File: src/rtl/iter_alu_n.sv
// Iterative integer execute unit: single-cycle ALU/branch ops, multi-cycle shifts
// (up to SHIFT_STEP bits per cycle) and an optional shift-add multiplier.
module iter_alu_n #(
    parameter int XLEN       = 32,
    parameter int SHIFT_STEP = 1,
    parameter int MUL_EN     = 1,
    parameter int MUL_BITS   = 1
) (
    input  logic                    clk,
    input  logic                    rst,
    input  logic                    start,
    input  logic [XLEN-1:0]         src_a,
    input  logic [XLEN-1:0]         src_b,
    input  logic [2:0]              f3,
    input  logic                    arith_bit,
    input  logic                    branch,
    input  logic                    mul,
    output logic [XLEN-1:0]         out,
    output logic [XLEN-1:0]         adder_out,
    output logic                    cond,
    output logic [$clog2(XLEN)-1:0] shamt_out,
    output logic                    busy,
    output logic                    done
);
    localparam int LW = $clog2(XLEN);
    localparam int DW = 2 * XLEN;
    localparam int MN = XLEN / MUL_BITS;
    localparam int CW = $clog2(MN + 1);
    localparam logic [LW:0]     STEP_MAX = (LW+1)'(SHIFT_STEP);
    localparam logic [CW-1:0]   CNT_LAST = CW'(MN);
    localparam logic [XLEN-1:0] ONES     = '1;

    typedef enum logic [1:0] {S_IDLE, S_SHIFT, S_MUL} state_t;

    // Handshake: start is taken only in a cycle with busy=0 and rst=0; done
    // pulses for exactly one cycle with the result on out. start while busy,
    // including the done cycle of an iterative op, is dropped.
    state_t            state;
    logic [XLEN-1:0]   res_q, sh_q, mb_q;
    logic [LW-1:0]     rem_q;
    logic              sign_q, left_q, arith_q, iter_done_q;
    logic [DW-1:0]     acc_q, ma_q;
    logic [CW-1:0]     cnt_q;
    logic              neg_q, mhi_q, mzero_q;

    logic              accept, is_shift, go_shift, go_mul, single, use_sub;
    logic              lt_s, lt_u, eq, br_cmp;
    logic [XLEN-1:0]   alu_res, sh_src, sh_next, mul_res, abs_a, abs_b, m_b;
    logic [LW-1:0]     sh_rem, rem_next;
    logic [LW:0]       step;
    logic              sh_sign, sh_left, sh_arith, a_sgn, b_sgn;
    logic [DW-1:0]     m_a, m_acc, acc_next, prod_fix;
    logic [CW-1:0]     cnt_next;

    assign busy     = (state != S_IDLE);
    assign accept   = start & ~busy & ~rst;
    assign is_shift = ~branch & ~mul & (f3[1:0] == 2'b01);
    assign go_shift = accept & is_shift & (src_b[LW-1:0] != '0);
    assign go_mul   = accept & mul & (MUL_EN != 0);
    assign single   = accept & ~go_shift & ~go_mul;

    assign use_sub   = branch | (arith_bit & ~mul & (f3 == 3'b000));
    assign adder_out = use_sub ? (src_a - src_b) : (src_a + src_b);
    assign lt_s      = $signed(src_a) < $signed(src_b);
    assign lt_u      = src_a < src_b;
    assign eq        = src_a == src_b;

    always_comb begin
        br_cmp = 1'b0;
        case (f3)
            3'b000:  br_cmp = eq;
            3'b001:  br_cmp = ~eq;
            3'b100:  br_cmp = lt_s;
            3'b101:  br_cmp = ~lt_s;
            3'b110:  br_cmp = lt_u;
            3'b111:  br_cmp = ~lt_u;
            default: br_cmp = 1'b0;
        endcase
    end

    always_comb begin
        alu_res = '0;
        if (branch) begin
            alu_res = {{(XLEN-1){1'b0}}, br_cmp};
        end else if (!mul) begin
            case (f3)
                3'b000:  alu_res = adder_out;
                3'b010:  alu_res = {{(XLEN-1){1'b0}}, lt_s};
                3'b011:  alu_res = {{(XLEN-1){1'b0}}, lt_u};
                3'b100:  alu_res = src_a ^ src_b;
                3'b110:  alu_res = src_a | src_b;
                3'b111:  alu_res = src_a & src_b;
                default: alu_res = src_a;  // zero-distance shift
            endcase
        end
    end

    // Shift step shared by the start edge (live operands) and SHIFT (latched state).
    always_comb begin
        sh_src   = busy ? sh_q    : src_a;
        sh_rem   = busy ? rem_q   : src_b[LW-1:0];
        sh_sign  = busy ? sign_q  : src_a[XLEN-1];
        sh_left  = busy ? left_q  : (f3 == 3'b001);
        sh_arith = busy ? arith_q : (arith_bit & (f3 == 3'b101));
        step     = ({1'b0, sh_rem} > STEP_MAX) ? STEP_MAX : {1'b0, sh_rem};
        rem_next = sh_rem - step[LW-1:0];
        if (sh_left)
            sh_next = sh_src << step;
        else
            sh_next = (sh_src >> step) | ((sh_arith & sh_sign) ? ~(ONES >> step) : '0);
    end

    // Multiplier works on magnitudes; the sign is restored after the last step.
    always_comb begin
        a_sgn    = src_a[XLEN-1] & ((f3[1:0] == 2'b01) | (f3[1:0] == 2'b10));
        b_sgn    = src_b[XLEN-1] & (f3[1:0] == 2'b01);
        abs_a    = a_sgn ? -src_a : src_a;
        abs_b    = b_sgn ? -src_b : src_b;
        m_a      = busy ? ma_q  : {{XLEN{1'b0}}, abs_a};
        m_b      = busy ? mb_q  : abs_b;
        m_acc    = busy ? acc_q : '0;
        acc_next = m_acc + m_a * DW'(m_b[MUL_BITS-1:0]);
        cnt_next = (busy ? cnt_q : '0) + 1'b1;
        prod_fix = neg_q ? -acc_q : acc_q;
        mul_res  = mzero_q ? '0 : (mhi_q ? prod_fix[DW-1:XLEN] : prod_fix[XLEN-1:0]);
    end

    assign done      = single | iter_done_q;
    assign cond      = single & branch & br_cmp;
    assign shamt_out = (state == S_SHIFT) ? rem_q : '0;
    assign out       = single ? alu_res :
                       ((state == S_MUL) && iter_done_q) ? mul_res : res_q;

    always_ff @(posedge clk) begin
        if (rst) begin
            state       <= S_IDLE;
            res_q       <= '0;
            sh_q        <= '0;
            rem_q       <= '0;
            sign_q      <= 1'b0;
            left_q      <= 1'b0;
            arith_q     <= 1'b0;
            iter_done_q <= 1'b0;
            acc_q       <= '0;
            ma_q        <= '0;
            mb_q        <= '0;
            cnt_q       <= '0;
            neg_q       <= 1'b0;
            mhi_q       <= 1'b0;
            mzero_q     <= 1'b0;
        end else begin
            case (state)
                S_IDLE: begin
                    if (single)
                        res_q <= alu_res;
                    if (go_shift) begin
                        state       <= S_SHIFT;
                        sh_q        <= sh_next;
                        rem_q       <= rem_next;
                        sign_q      <= src_a[XLEN-1];
                        left_q      <= sh_left;
                        arith_q     <= sh_arith;
                        iter_done_q <= (rem_next == '0);
                        if (rem_next == '0)
                            res_q <= sh_next;
                    end
                    if (go_mul) begin
                        state       <= S_MUL;
                        acc_q       <= acc_next;
                        ma_q        <= m_a << MUL_BITS;
                        mb_q        <= m_b >> MUL_BITS;
                        cnt_q       <= cnt_next;
                        iter_done_q <= (cnt_next == CNT_LAST);
                        neg_q       <= a_sgn ^ b_sgn;
                        mhi_q       <= (f3[1:0] != 2'b00);
                        mzero_q     <= f3[2];
                    end
                end
                S_SHIFT: begin
                    if (iter_done_q) begin
                        state       <= S_IDLE;
                        iter_done_q <= 1'b0;
                    end else begin
                        sh_q  <= sh_next;
                        rem_q <= rem_next;
                        if (rem_next == '0) begin
                            iter_done_q <= 1'b1;
                            res_q       <= sh_next;
                        end
                    end
                end
                S_MUL: begin
                    if (iter_done_q) begin
                        state       <= S_IDLE;
                        iter_done_q <= 1'b0;
                        res_q       <= mul_res;
                    end else begin
                        acc_q       <= acc_next;
                        ma_q        <= m_a << MUL_BITS;
                        mb_q        <= m_b >> MUL_BITS;
                        cnt_q       <= cnt_next;
                        iter_done_q <= (cnt_next == CNT_LAST);
                    end
                end
                default: state <= S_IDLE;
            endcase
        end
    end
endmodule
File: config.mk
export PLATFORM = sky130hd
export DESIGN_NAME = iter_alu_n
export DESIGN_NICKNAME = d
export VERILOG_FILES = /design/src/rtl/iter_alu_n.sv
export SDC_FILE = /design/constraint.sdc
export NUM_CORES = 1
export LEC_CHECK = 0
export CORE_UTILIZATION = 45
export CTS_BUF_LIST = sky130_fd_sc_hd__clkbuf_4 sky130_fd_sc_hd__clkbuf_8
export DETAILED_ROUTE_END_ITERATION = 10
export SYNTH_ARGS = -nofsm -noshare
export SYNTH_HDL_FRONTEND = slang
export SYNTH_SLANG_ARGS = --single-unit
File: constraint.sdc
create_clock -name clk -period 8.5 [get_ports clk]
set_clock_uncertainty 0.15 [all_clocks]
set_input_delay 0.85 -clock clk [delete_from_list [all_inputs] [get_ports clk]]
set_output_delay 0.85 -clock clk [all_outputs]
set_load 0.02 [all_outputs]
==> run_results.csv <==
group,metric,value,unit
status,status,"complete, no violations",
sta,finalHoldViolCount,0,
sta,fin_hold_ws,0.302,ns
finish,drive_above_1_share,5.70,%
cts,htreeDepth,2,
synthesis,async_reset_ff_share,0,%
cts,hold_buffers,0,
route,ant_nets,0,
floorplanning,core.rowCount,86,
placement,place_congestion,1.00,
synthesis,synth_top_area_share,19.3,%
worst_setup_path,crit_type,"input port to output port",
synthesis,synth_area,25100,µm²
synthesis,synth_largest_area_cell,"dfxtp_1",
worst_hold_path,hold_class,"flip-flop to flip-flop",
sta,setup_viol_count_final,0,
floorplanning,ioPinCount,145,
sta,fin_crit,7.51,ns
synthesis,yosysWarnings,0,
placement,io_buffers,144,
cts,clkLatencyLatePin,0.69,ns
power_and_ir_drop,ir_drop,0.000103,V
sta,setup_tns,0,ns
floorplanning,chipHeight,238,µm
finish,nNetsFinal,3901,
grt,grt_max_degree,87,
finish,post-route-util,51.0,%
synthesis,syn_nets,3907,
grt,first_global_vias,26400,
sta,fmax,133,MHz
sta,fin_crit_sh,88.4,%
route,drc,0,
cts,numCtsBuffers,50,
worst_setup_path,critPathMaxStageDelay,0.69,ns
synthesis,syn_area_per_cell,6.86,µm²
grt,grt_pass1_wl,166,mm
cts,cts_resized,0,
worst_setup_path,end_kind,"output port",
sta,slew_viol_final,0,
worst_setup_path,worst-path-max-fanout,8,
power_and_ir_drop,p_leak,11.6,nW
cts,clk_pin_slew,0.06,ns
route,drtIter0Drc,2993,
floorplanning,initial_utilization,45.5,%
finish,multi_input_area,18800,µm²
synthesis,yosysSeqAreaShare,19.3,%
synthesis,netlist_top_cells_area,"dfxtp_1 (19%), ha_1 (8.7%), a21oi_1 (8.7%)",
worst_setup_path,critPathSlowestCell,"clkdlybuf4s50_1",
floorplanning,core,55100,µm²
cts,cts_root_buf,"clkbuf_8",
grt,antenna_found_initial,4,
sta,tightestPinTransition,1.31,ns
worst_setup_path,crit_arrival,6.51,ns
finish,ff_latch_area,4850,µm²
placement,dp.final_hpwl,85.0,mm
placement,dpl_cell_area,27000,µm²
synthesis,synth_seq_cells,242,
route,routed_via_density,6.43,
finish,fillers,5585,
route,drt_wl_total,112,mm
cts,post_cts_buffers,0,
cts,tritoncts,"done",
worst_setup_path,cp_data_required_time,7.50,ns
sta,rsz0062_at_grt,"false",
route,wire_per_inst,25.3,µm
route,route.vias.total,28500,
power_and_ir_drop,p_per_area,140,nW/µm²
sta,max-slew-margin-rel,12.2,%
finish,area_growth,11.9,%
job,drv_cap,0,
worst_setup_path,start_kind,"input port",
floorplanning,fp.dieW,238,µm
finish,fin_area,28100,µm²
synthesis,synth-edff-count,0,
synthesis,synth_cell_type_count,81,
synthesis,syn_inst,3656,
synthesis,synth_ff_type,"dfxtp_1",
worst_setup_path,cp_cell_sequence,"clkdlybuf4s50_1 -> inv_1 -> ha_1 -> and2_1 -> a221o_1 -> a31oi_1 -> a21oi_1 -> o21ai_0 -> nor2_1 -> and4_1 -> nor3_1 -> mux2i_1 -> a21oi_1 -> o21ai_0 -> clkdlybuf4s50_1",
floorplanning,die-area,56700,µm²
cts,ctsLongestPathBuffers,3,
power_and_ir_drop,p_total,0.00392,W
route,drt_first_pass_iters,8,
grt,overflow,0,
grt,grt.total_usage,38.1,%
cts,cts_sinks,242,
critical path, delay by kind of cell:
family / cells / cell delay (ns)
AO/OA/AOI/OAI: 6 / 2.52
buffers and inverters: 3 / 1.49
AND/OR/NAND/NOR: 4 / 1.01
adder cells (fa/ha/maj): 1 / 0.46
multiplexers: 1 / 0.15
cell families after synthesis:
group	count (synthesis)	share of synthesized area (%)
and+or+nand+nor	1317	24.3
AOI/OAI and AO/OA	1249	31.3
buffers and inverters	400	6.12
DFF	242	19.3
adders and majority gates	178	8.97
xor gates and xnor gates	172	6.00
muxes	98	3.96
Yosys cell counts, types with 52 or more instances:
master and count:
nor2_1 452, a21oi_1 434, nand2_1 361, o21ai_0 247
dfxtp_1 242, clkbuf_1 237, ha_1 175, inv_1 128
xnor2_1 120, a211oi_1 113, nor2b_1 89, mux2i_1 88
nor3_1 83, a21o_1 66, nand3_1 65, and2_1 52
xor2_1 52
per-stage QoR:
| stage | worst slack [ns] | std cells |
|---|---|---|
| 2_1_floorplan | 1.77 | 3656 |
| 3_3_place_gp | 0.920 | 4346 |
| 3_5_place_dp | 0.832 | 4346 |
| 4_1_cts | 1.19 | 4433 |
| 5_1_grt | 0.970 | 4433 |
| 6_report | 0.988 | 4436 |
routing by layer:
| layer | vias up | GRT usage (%) | part of all wire (%) | routed length [µm] |
|---|---|---|---|---|
| li1 | 13200 | - | - | - |
| met1 | 13500 | 48.0 | 40 | 45300 |
| met2 | 1490 | 61.7 | 45 | 50200 |
| met3 | 354 | 6.18 | 8.6 | 9680 |
| met4 | 2 | 21.5 | 6.1 | 6860 |
| met5 | - | 0 | 0.012 | 13 |
flip-flops by register name (all words and copies together), names as in the netlist:
register and count:
state 2, cnt_q 6, rem_q 5, mb_q 31
iter_done_q 1, mhi_q 1, res_q 32, left_q 1
neg_q 1, sh_q 32, sign_q 1, arith_q 1
ma_q 63, acc_q 64, mzero_q 1
where the power goes:
part           internal [W]  switching, W  total [W]  leakage, nW
sequential          0.00117     0.0000316    0.00120         1.96
clock              0.000741      0.000606    0.00135        0.559
combinational      0.000461      0.000912    0.00137         9.10
total               0.00237       0.00155    0.00392         11.6
path summary, 6_finish.rpt:
check                           slack (ns)                      to                   from  cells past startpoint
worst max-delay path                  0.99                 out[29]               src_a[5]                     15
worst min register to register        0.30   mb_q[30]$_SDFFE_PP0P_  mb_q[30]$_SDFFE_PP0P_                      2
worst max register to register        1.76  acc_q[50]$_SDFFE_PP0P_  state[0]$_SDFFE_PP0P_                     20
worst min-delay path                  0.30   mb_q[30]$_SDFFE_PP0P_  mb_q[30]$_SDFFE_PP0P_                      2
placed cells by master, fill, tap and decap left out, drive strengths merged, types with 10 or more instances in the layout:
cell type,n
a2111oi,15
a211o,18
a211oi,114
a21o,66
a21oi,435
a221oi,17
a22oi,34
a31oi,38
and2,52
and3,51
buf,69
clkbuf,79
clkdlybuf4s50,143
dfxtp,242
ha,175
inv,130
mux2,10
mux2i,88
nand2,361
nand2b,28
nand3,65
nand4,28
nor2,452
nor2b,89
nor3,83
nor4,25
o211ai,44
o21a,23
o21ai,250
o21bai,25
o221ai,14
o22ai,14
o31ai,38
o41ai,16
or2,10
or3,41
or4,11
xnor2,120
xor2,52
cell type report:
class	count	area share, %
Clock inverter	8	0.299
Inverter	130	1.74
Timing Repair Buffer	212	6.96
Antenna cell	3	0.0267
Clock buffer	79	3.41
Sequential cell	242	17.3
Tap cell	748	3.33
Multi-Input combinational cell	3014	67.0
Power figures use the tool's default switching activity.
==> RTL edit (same settings) <==
Change the parameter `XLEN` from 32 to 16.
--- a/src/rtl/iter_alu_n.sv
+++ b/src/rtl/iter_alu_n.sv
@@ -3,3 +3,3 @@
 module iter_alu_n #(
-    parameter int XLEN       = 32,
+    parameter int XLEN       = 16,
     parameter int SHIFT_STEP = 1,
Interface: changed (5 resized); port bits go from 145 to 80. No check against the original RTL was run, so the function may have changed too.
==> RTL edit against the unedited design <==
- worst hold slack gained 0.0070 ns
- via count down 54%
- area after synthesis down 50%
- combinational power fell by 56%
- die area decreased by 50%
- sequential cell count decreased by 114
- first-iteration DRC count down 51%
- routed wire length shrank 58%
- clock power is 61% lower
- total power down 55%
- sequential power is 47% lower
- setup slack better by 1.4 ns
- cell area decreased by 50%
- critical endpoint is now out[15]
==> RTL edit: results (changes against the unedited design) <==
cts_made_buffers: 17  # -66%
rr_endpoint: "acc_q[31]"
finalWorstSetupSlack_ns: 2.339  # +1.351 ns
via_per_inst: 6.171  # -4.1%
synthTopCellsByArea: "dfxtp_1, ha_1, a21oi_1, nor2_1, nand2_1"
r2r.worst_path.cells: 15  # -25%
grt_antenna_before_repair: 0  # -4
yosys-top-cells-count: "nor2_1, a21oi_1, nand2_1"
final_layout_size_suffix_gt1_share_pct: 4.620  # -1.1 points
synth_sequential_area_ratio_pct: 20.38  # +1.1 points
gr-usage-all-layers_pct: 33.61  # -4.5 points
antenna_cells: 0  # -3
worst_pin_slew_ns: 1.191  # -0.1217 ns
nets_in_the_synthesized_netlist: 1902  # -51%
maximum_number_of_pins_on_one_net_before_global_route_repair: 86  # -1.1%
clockBufferDepth: 2  # -1
place.detailed.hpwl_mm: 35.77  # -58%
first_iter_violations: 1466  # -51%
filler_cell_count: 2788  # -50%
dp_worst_setup_slack_ns: 2.418  # +1.586 ns
power_leakage_nw: 5.684  # -51%
clkLatencyLatePin_ns: 0.47  # -0.22 ns
worst_path_arrival_ns: 5.16  # -1.35 ns
place.port_buffers: 79  # -45%
outcome: "finished clean"
timing.critical_path.slowest_cell_delay_ns: 0.72  # +0.03 ns
wl_per_instance_um: 22.19  # -12%
h-tree-depth: 4  # +2
==> RTL edit: changes by cell type after synthesis, sizes merged, moves of 54 or more <==
cell / unedited run / this run
xnor2: 120 / 66
dfxtp: 242 / 128
inv: 128 / 74
a21oi: 435 / 171
ha: 175 / 94
nor2: 452 / 198
nand2: 361 / 162
o21ai: 250 / 111
clkbuf: 237 / 104
==> RTL edit: how the worst min path moves through the flow <==
stage / from / to / slack (ns) / depth (start not counted)
detailed placement: sign_q / sign_q / 0.30 / 2
finish: sign_q / sign_q / 0.31 / 2
floorplan: sign_q / sign_q / 0.28 / 2
global route: sign_q / sign_q / 0.33 / 2
CTS: sign_q / sign_q / 0.31 / 2
global placement: ma_q[1] / ma_q[1] / 0.30 / 2
==> RTL edit: worst min-delay path: stages, from the launching register on <==
cell and delay (ns):
dfxtp_1 0.32, nand2_1 0.05, a21oi_1 0.05
==> RTL edit: cells by family after synthesis <==
logic type | synth area share [%]
DFF | 20.38
muxes | 4.320
xor gates and xnor gates | 6.898
adders and majority gates | 9.834
and+or+nand+nor | 23.57
AOI/OAI and AO/OA | 29.06
buffers and inverters | 5.932
==> RTL edit: where the power goes <==
group	switching, mW	internal [mW]	total (mW)
Sequential	0.0183	0.617	0.636
Clock	0.293	0.238	0.531
Combinational	0.385	0.215	0.601
Total	0.697	1.07	1.77
==> RTL edit: final cells by class <==
| cell class | instances | share of cell area (%) |
|---|---|---|
| Clock buffer | 18 | 1.735 |
| Inverter | 74 | 1.995 |
| Clock inverter | 14 | 0.9437 |
| Tap cell | 372 | 3.343 |
| Multi-Input combinational cell | 1441 | 66.78 |
| Timing Repair Buffer | 100 | 6.794 |
| Sequential cell | 128 | 18.41 |
==> RTL edit: per-layer routing <==
layer / vias up / share of wire [%] / global-route usage (%)
li1: 6360 / - / -
met5: - / 0 / 0
met2: 530 / 45 / 53.21
met1: 6278 / 44 / 45.37
met3: 81 / 7.7 / 6.157
met4: 0 / 3.5 / 12.34
==> RTL edit: metrics by stage <==
stage | hold WS, ns | instance area [um^2] | cells
final | 0.3091 | 13920 | 2147
after floorplan | 0.2819 | 12570 | 1764
after global placement | 0.2955 | 13550 | 2115
after CTS | 0.3088 | 13920 | 2147
after detailed placement | 0.2974 | 13550 | 2115
after global routing | 0.3297 | 13920 | 2147
